==> config.mk <==
export PLATFORM = sky130hd
export DESIGN_NAME = serial_add_ctrl
export DESIGN_NICKNAME = d
export VERILOG_FILES = /design/src/rtl/serial_add_pkg.sv /design/src/rtl/full_adder_bit.sv /design/src/rtl/serial_add_ctrl.sv
export SDC_FILE = /design/constraint.sdc
export NUM_CORES = 1
export LEC_CHECK = 0
export BUFFER_PORTS_ARGS = -buffer_cell sky130_fd_sc_hd__clkbuf_2
export CAP_MARGIN = 20
export CELL_PAD_IN_SITES_DETAIL_PLACEMENT = 1
export CELL_PAD_IN_SITES_GLOBAL_PLACEMENT = 1
export CORE_UTILIZATION = 38
export CTS_BUF_LIST = sky130_fd_sc_hd__clkbuf_8
export CTS_CLUSTER_DIAMETER = 200
export DETAILED_ROUTE_END_ITERATION = 8
export PLACE_DENSITY = 0.85
export SLEW_MARGIN = 20
export SYNTH_ARGS = -nofsm -noshare
export SYNTH_HDL_FRONTEND = slang
export SYNTH_SLANG_ARGS = --single-unit
==> constraint.sdc <==
create_clock -name clk -period 1.3 [get_ports clk]
set_input_delay 0.26 -clock clk [delete_from_list [all_inputs] [get_ports clk]]
set_output_delay 0.26 -clock clk [all_outputs]
set_load 0.02 [all_outputs]
==> src/rtl/serial_add_pkg.sv <==
// Shared definitions for the bit-serial adder controller: FSM state encodings
// and the default operand width.
package serial_add_pkg;

  localparam int DEFAULT_WIDTH = 8;

  typedef enum logic [1:0] {
    ST_IDLE = 2'd0,
    ST_RUN  = 2'd1,
    ST_DONE = 2'd2
  } state_t;

endpackage : serial_add_pkg

==> src/rtl/full_adder_bit.sv <==
// One-bit adder slice driven by serial_add_ctrl: two half adders whose carries
// are ORed into the slice carry-out.
module half_adder (
  input  logic i_a,
  input  logic i_b,
  output logic o_s,
  output logic o_c
);

  assign o_s = i_a ^ i_b;
  assign o_c = i_a & i_b;

endmodule : half_adder

module full_adder_bit (
  input  logic i_a,
  input  logic i_b,
  input  logic i_cin,
  output logic o_s,
  output logic o_cout
);

  logic w_s0;
  logic w_c0;
  logic w_c1;

  half_adder u_ha0 (
    .i_a (i_a),
    .i_b (i_b),
    .o_s (w_s0),
    .o_c (w_c0)
  );

  half_adder u_ha1 (
    .i_a (w_s0),
    .i_b (i_cin),
    .o_s (o_s),
    .o_c (w_c1)
  );

  // The two half-adder carries can never both be 1, so OR equals the full carry.
  assign o_cout = w_c0 | w_c1;

endmodule : full_adder_bit

==> src/rtl/serial_add_ctrl.sv <==
// Bit-serial adder controller: feeds one full_adder_bit LSB first for WIDTH
// cycles. Optional subtract mode is enabled by defining SERIAL_ADD_SUB_EN.
module serial_add_ctrl
  import serial_add_pkg::*;
#(
  parameter int WIDTH = DEFAULT_WIDTH
) (
  input  logic             clk,
  input  logic             rst,
  input  logic             start,
  input  logic [WIDTH-1:0] a,
  input  logic [WIDTH-1:0] b,
`ifdef SERIAL_ADD_SUB_EN
  input  logic             sub,
`endif
  output logic             busy,
  output logic             done,
  output logic [WIDTH-1:0] sum,
  output logic             cout
);

  localparam int CNT_W = (WIDTH > 2) ? $clog2(WIDTH) : 1;
  localparam logic [CNT_W-1:0] CNT_LAST = CNT_W'(WIDTH - 1);

  state_t r_state;
  state_t w_state_nxt;

  logic [WIDTH-1:0] r_a_sr;
  logic [WIDTH-1:0] r_b_sr;
  logic [WIDTH-1:0] r_acc;
  logic [WIDTH-1:0] r_sum;
  logic [CNT_W-1:0] r_cnt;
  logic             r_carry;
  logic             r_cout;

  logic w_sub;
  logic w_accept;
  logic w_last;
  logic w_sum_bit;
  logic w_carry_out;

`ifdef SERIAL_ADD_SUB_EN
  assign w_sub = sub;
`else
  assign w_sub = 1'b0;
`endif

  assign w_accept = (r_state == ST_IDLE) && start;
  assign w_last   = (r_state == ST_RUN) && (r_cnt == CNT_LAST);

  full_adder_bit u_slice (
    .i_a    (r_a_sr[0]),
    .i_b    (r_b_sr[0]),
    .i_cin  (r_carry),
    .o_s    (w_sum_bit),
    .o_cout (w_carry_out)
  );

  // NOTE: state is updated with <= so every flop samples pre-edge values;
  // blocking assignments here would create order-dependent simulation races.
  always_ff @(posedge clk) begin
    if (rst) begin
      r_state <= ST_IDLE;
    end else begin
      r_state <= w_state_nxt;
    end
  end

  // NOTE: the default assignment first means every path drives w_state_nxt,
  // so no latch is inferred for cases that leave it untouched.
  always_comb begin
    w_state_nxt = r_state;
    unique case (r_state)
      ST_IDLE: if (start)  w_state_nxt = ST_RUN;
      ST_RUN:  if (w_last) w_state_nxt = ST_DONE;
      ST_DONE: w_state_nxt = ST_IDLE;
      default: w_state_nxt = ST_IDLE;
    endcase
  end

  always_ff @(posedge clk) begin
    if (rst) begin
      r_a_sr  <= '0;
      r_b_sr  <= '0;
      r_acc   <= '0;
      r_cnt   <= '0;
      r_carry <= 1'b0;
      r_sum   <= '0;
      r_cout  <= 1'b0;
    end else begin
      if (w_accept) begin
        // Subtract is a + ~b + 1: invert b on load and seed the carry with 1.
        r_a_sr  <= a;
        r_b_sr  <= w_sub ? ~b : b;
        r_carry <= w_sub;
        r_cnt   <= '0;
      end else if (r_state == ST_RUN) begin
        r_a_sr  <= r_a_sr >> 1;
        r_b_sr  <= r_b_sr >> 1;
        r_acc   <= {w_sum_bit, r_acc[WIDTH-1:1]};
        r_carry <= w_carry_out;
        r_cnt   <= r_cnt + CNT_W'(1);
      end

      // Publish only on the completing edge so partial sums never escape.
      if (w_last) begin
        r_sum  <= {w_sum_bit, r_acc[WIDTH-1:1]};
        r_cout <= w_carry_out;
      end
    end
  end

  assign busy = (r_state != ST_IDLE);
  assign done = (r_state == ST_DONE);
  assign sum  = r_sum;
  assign cout = r_cout;

endmodule : serial_add_ctrl

[Yosys cells after proc, flatten, opt, wreduce, memory -nomap -nowiden]
Index checks and enable logic that the tools add are counted.
Storage, ports and cells
  flip-flop bits (word level): 39
  output and inout port bits: 11
  logic and storage cells: 35
  input port bits: 19
Operators by class
  mux-type cells: 7
  bitwise logic cells: 6
  eq/ne operators: 5
  $add $sub $neg: 1
  reductions and logical operators: 8
Operators by type and width (number)
  $mux W8: 4
  $mux W2: 2
  $ne A2 B2 Y1 const B: 2
  $pmux W2 S2: 1
  $reduce_and A2 Y1: 2
  $reduce_bool A2 Y1: 2
  $add A3 B1 Y3 const B: 1
  $eq A3 B3 Y1 const B: 1
  $and A1 B1 Y1: 2
  $eq A2 B1 Y1 const B: 1
  $eq A2 B2 Y1 const B: 1
  $logic_and A1 B1 Y1: 2
  $logic_not A2 Y1: 1
  $reduce_or A2 Y1: 1
  $xor A1 B1 Y1: 2
  $not A1 Y1: 1
  $or A1 B1 Y1: 1

[Logic depth before layout (Yosys ltp)]
  word-level depth: 4
  gate-level depth with buffers: 6
  mapped depth without buffers: 5

[By module]
From an unflattened synthesis, not the netlist that was laid out.
Unflattened totals
  cells, all modules: 191
  area total of the unflattened synthesis: 1617.8 um2
By module, submodules not included
  serial_add_ctrl: cells each 188, area each 1586.5 um2, seq. area each 760.7 um2, times used 1
  half_adder: cells each 1, area each 12.5 um2, seq. area each 0.0 um2, times used 2
  full_adder_bit: cells each 1, area each 6.3 um2, seq. area each 0.0 um2, times used 1

[Worst setup path after synthesis]
Ideal clock, no wire load.
  path type: register to register
  from: reg r_state[0]
  to: reg r_a_sr[3]
  period minus slack after synthesis: 1328 ps
  arrival time: 1191 ps
  setup slack: -28 ps
  cell stages (with the launch flop): 7
  setup time: 137 ps
  data required time: 1163 ps
  buffers on the path: 3
  cell sequence: dfxtp_1 > buf_6 > or3b_1 > buf_2 > buf_6 > nor2_1 > a211oi_2
Between the ends
  cells in the longest elaborated chain, start to end: 3
  elaborated cells between the ends (all ways): 5
  classes of those cells: eq/ne (1); mux (1); reduce/logical (3)
RTL lines
  start: declaration: RTL line serial_add_ctrl.sv:25  | state_t r_state;
  start signal: assignment: RTL line serial_add_ctrl.sv:65  | r_state <= w_state_nxt;
  $logic_not A2 Y1: RTL line serial_add_ctrl.sv:48  | assign w_accept = (r_state == ST_IDLE) && start;
  $logic_and A1 B1 Y1: RTL line serial_add_ctrl.sv:48
  $mux W8 or $reduce_bool A2 Y1 (tied branches)
  end signal: assignment: RTL line serial_add_ctrl.sv:98  | r_a_sr <= r_a_sr >> 1;
  end: declaration: RTL line serial_add_ctrl.sv:28  | logic [WIDTH-1:0] r_a_sr;
Parallel ways exist; a longest one is shown, timed or not.
A chain may end at the register's enable or synchronous reset.

[Final worst setup path]
  from: reg r_state[0]
  to: out busy
Between the ends
  cells in the longest elaborated chain, start to end: 1
RTL lines
  $reduce_bool A2 Y1: RTL line serial_add_ctrl.sv:113  | assign busy = (r_state != ST_IDLE);
  end: declaration: RTL line serial_add_ctrl.sv:16  | output logic busy,
Every way passes these cells.

==> results.sh <==
export IMPL_max_freq_mhz=715
export IMPL_cts_tree="built"
export IMPL_power_share_sequential_pct=47.7
export IMPL_drt_initial_drc_count=96
export IMPL_synth_top_family_by_area="simple AND/OR/NAND/NOR gates"
export IMPL_cts_num_sinks=38
export IMPL_hold_viol_final=0
export IMPL_timing_final_max_slew_violations=0
export IMPL_rsz0062_at_grt="true"
export IMPL_period_share_pct=108
export IMPL_whs_ns=0.187
export IMPL_power_internal_mw=1.90
export IMPL_tightest_slew_ns=0.299
export IMPL_post_synth_num_cell_types=27
export IMPL_core_footprint_sq_um=4030
export IMPL_cts_hold_buffers_added=0
export IMPL_layout_min_cycle_time_ns=1.40
export IMPL_remaining_design_rule_violation_count=0
export IMPL_crit_reg2reg_launch="r_state[0]"
export IMPL_io_pins=30
export IMPL_synth_xor_area_share_pct=0.546
export IMPL_required_ns=1.04
export IMPL_num_antenna_cells=0
export IMPL_drt_wl_total_mm=5.69
export IMPL_insertion_delay_ns=0.29
export IMPL_power_combinational_fraction_pct=19.3
export IMPL_synth_adder_area_share_pct=2.81
export IMPL_detailroute_via_count=1573
export IMPL_synthSimpleGateAreaFrac_pct=20.9
export IMPL_place_gp_congestion=0.705
export IMPL_vdd_ir_drop_max_v=0.000740
export IMPL_timing_worst_setup_path_type="reg -> out"
export IMPL_timing_critical_path_fanout_max=4
export IMPL_grt_max_degree=31
export IMPL_arr_time_crit_path_ns=1.14
export IMPL_final_seq_area_sq_um=772
export IMPL_floorplan_initialDensity_pct=39.8
export IMPL_placementRows=23
export IMPL_final_worst_setup_slack_ns=-0.0979
export IMPL_synth_flop_cell="dfxtp_1"
export IMPL_syn_instance_count=186
export IMPL_cts_clk_slew_worst_paths_ns=0.08
export IMPL_h_tree_depth=2
export IMPL_switching_power_mw=0.759
export IMPL_end_kind="output pin"
export IMPL_critPathLaunch="r_state[0]"
export IMPL_num_nets_final=257
export IMPL_mostFrequentLayoutCells="nand2_1, dfxtp_1, clkbuf_2"
export IMPL_die_height_microns=67.0
export IMPL_viasPerCell=5.50
export IMPL_area_growth_syn_to_layout_pct=49.3
export IMPL_synthesis_area_sq_um=1610
export IMPL_power_switching_fraction_pct=28.6
export IMPL_ys_ff_latch=38
export IMPL_post_synthesis_mean_instance_area_sq_um=8.63
export IMPL_failing_checks="setup timing"
export IMPL_dp_hpwl_mm=2.43
export IMPL_outcome="finished with violations"
export IMPL_async_reset_ff_share_pct=0
export IMPL_grt_pass1_wl_mm=7.63
export IMPL_synth_sequential_area_ratio_pct=47.4
export IMPL_grt_util_all_layers_pct=22.9
export IMPL_final_setup_skew_ns=0.00311
export IMPL_synth_yosys_warnings=0
export IMPL_leakage_dissipation_nw=0.923
export IMPL_wire_per_inst_microns=19.9
export IMPL_max_cap_violations=0
export IMPL_fp_dieArea_sq_um=4490
export IMPL_maxSlewHeadroom_pct=80.0
export IMPL_min_delay_path_class="in -> reg"
export IMPL_share_clk_of_total_power_pct=32.9
export IMPL_synth_edf_count=0
export IMPL_netlist_top_cells_area="dfxtp_1, a21oi_1, nand2_1, a211oi_1, nand3_1"
export IMPL_numCtsBuffers=5
export IMPL_fillerInstances=444
export IMPL_grt_overflow=0
export IMPL_netlist_top_cell_by_area="dfxtp_1"
export IMPL_drt_pre_antenna_iters=4
export IMPL_antenna_violating_nets_post_route=0
export IMPL_synthMuxAreaShare_pct=1.87
export IMPL_setup_violations=11
export IMPL_drive_above_1_share_pct=49.2
export IMPL_worstSetupStartpointType="flop"
export IMPL_number_of_port_buffers=29
export IMPL_compound_cell_area_share_of_the_yosys_netlist_pct=19.8
export IMPL_holdCritStartpoint="b[7]"
export IMPL_pwr_density_cell_nw_per_um2=1110
export IMPL_synth_nets=208
export IMPL_antenna_found_initial=0
export IMPL_clk_root_buffer_cell="clkbuf_8"
export IMPL_multiInputGateArea_sq_um=947
export IMPL_die_width_microns=67.0
export IMPL_yosysTopAreaCellShare_pct=47.4
export IMPL_number_of_global_route_vias_before_repair=1626
export IMPL_cts_buffer_depth=2
export IMPL_p_total_mw=2.66
-- flip-flops by register name, indices dropped and copies added (netlist names) --
| register | flops |
|---|---|
| r_cnt | 3 |
| cout | 1 |
| r_state | 2 |
| sum | 8 |
| r_a_sr | 8 |
| r_acc | 7 |
| r_b_sr | 8 |
| r_carry | 1 |
-- what timing repair did --
item | 4_1_cts | 5_1_grt
endpoints found under the setup margin | 8 | 33
pin swaps | 10 | 16
gates resized for setup | 21 | 45
setup buffers | 9 | 3
gates cloned | 3 | 1
-- cell families (layout without fill, tap and decap cells) --
kind of cell	after synthesis	count (layout)
mux	3	3
buf+inv	18	68
xor+xnor	1	1
compound gates	49	49
simple gates	74	74
fa+ha+maj	3	3
flops	38	38
-- cells in the mapped netlist, drive strengths merged (3+ instances only) --
| master | n |
|---|---|
| nand3 | 11 |
| dfxtp | 38 |
| mux2i | 3 |
| nand2 | 37 |
| a21oi | 32 |
| clkbuf | 5 |
| a211oi | 12 |
| nor2 | 14 |
| nor3 | 4 |
| buf | 11 |
-- critical path, stage by stage, from the launching register on --
cell	delay [ns]
dfxtp_4	0.37
buf_6	0.12
or2_4	0.22
buf_8	0.13
-- stage by stage --
step                      TNS [ns]  utilization (%)  cell area [sq um]  setup WS [ns]  std cells
after floorplan            -0.0736                -               1620       -0.00961        186
after global placement           0             46.9               1890         0.0547        264
after detailed placement   -0.0216             46.9               1890        -0.0116        264
after CTS                   -0.185             54.2               2180        -0.0966        283
after global routing         -1.19             59.5               2400         -0.133        286
final                       -0.379             59.5               2400        -0.0979        286
-- final cells by class --
cell class | instances | area share (%)
multi-input combinational | 130 | 39.5
sequential | 38 | 32.2
timing repair buffer | 58 | 21.4
clock buffer | 6 | 3.44
tap | 50 | 2.61
clock inverter | 2 | 0.522
inverter | 2 | 0.313
-- final timing paths --
kind	end	slack, ns	depth (start not counted)
hold reg to reg	sum[3]	0.46	2
hold / removal	r_b_sr[7]	0.19	3
setup / recovery	busy	-0.1	3
setup reg to reg	r_b_sr[3]	-0.06	4
-- power by group through the flow --
| stage | combinational, mW | sequential, mW | clock [mW] |
|---|---|---|---|
| final | 0.513 | 1.27 | 0.875 |
| after global routing | 0.547 | 1.27 | 0.934 |
| after CTS | 0.414 | 1.25 | 0.872 |
| after detailed placement | 0.330 | 1.28 | 0 |
| after global placement | 0.324 | 1.28 | 0 |
| after floorplan | 0.224 | 1.27 | 0 |
-- layer usage --
metal | wire length [microns] | GRT usage (%)
met3 | 149 | 5.31
met2 | 2930 | 38.3
met5 | 0 | 0
met1 | 2450 | 26.9
met4 | 158 | 12.2
Note: power is estimated with default switching activity, not from simulation.
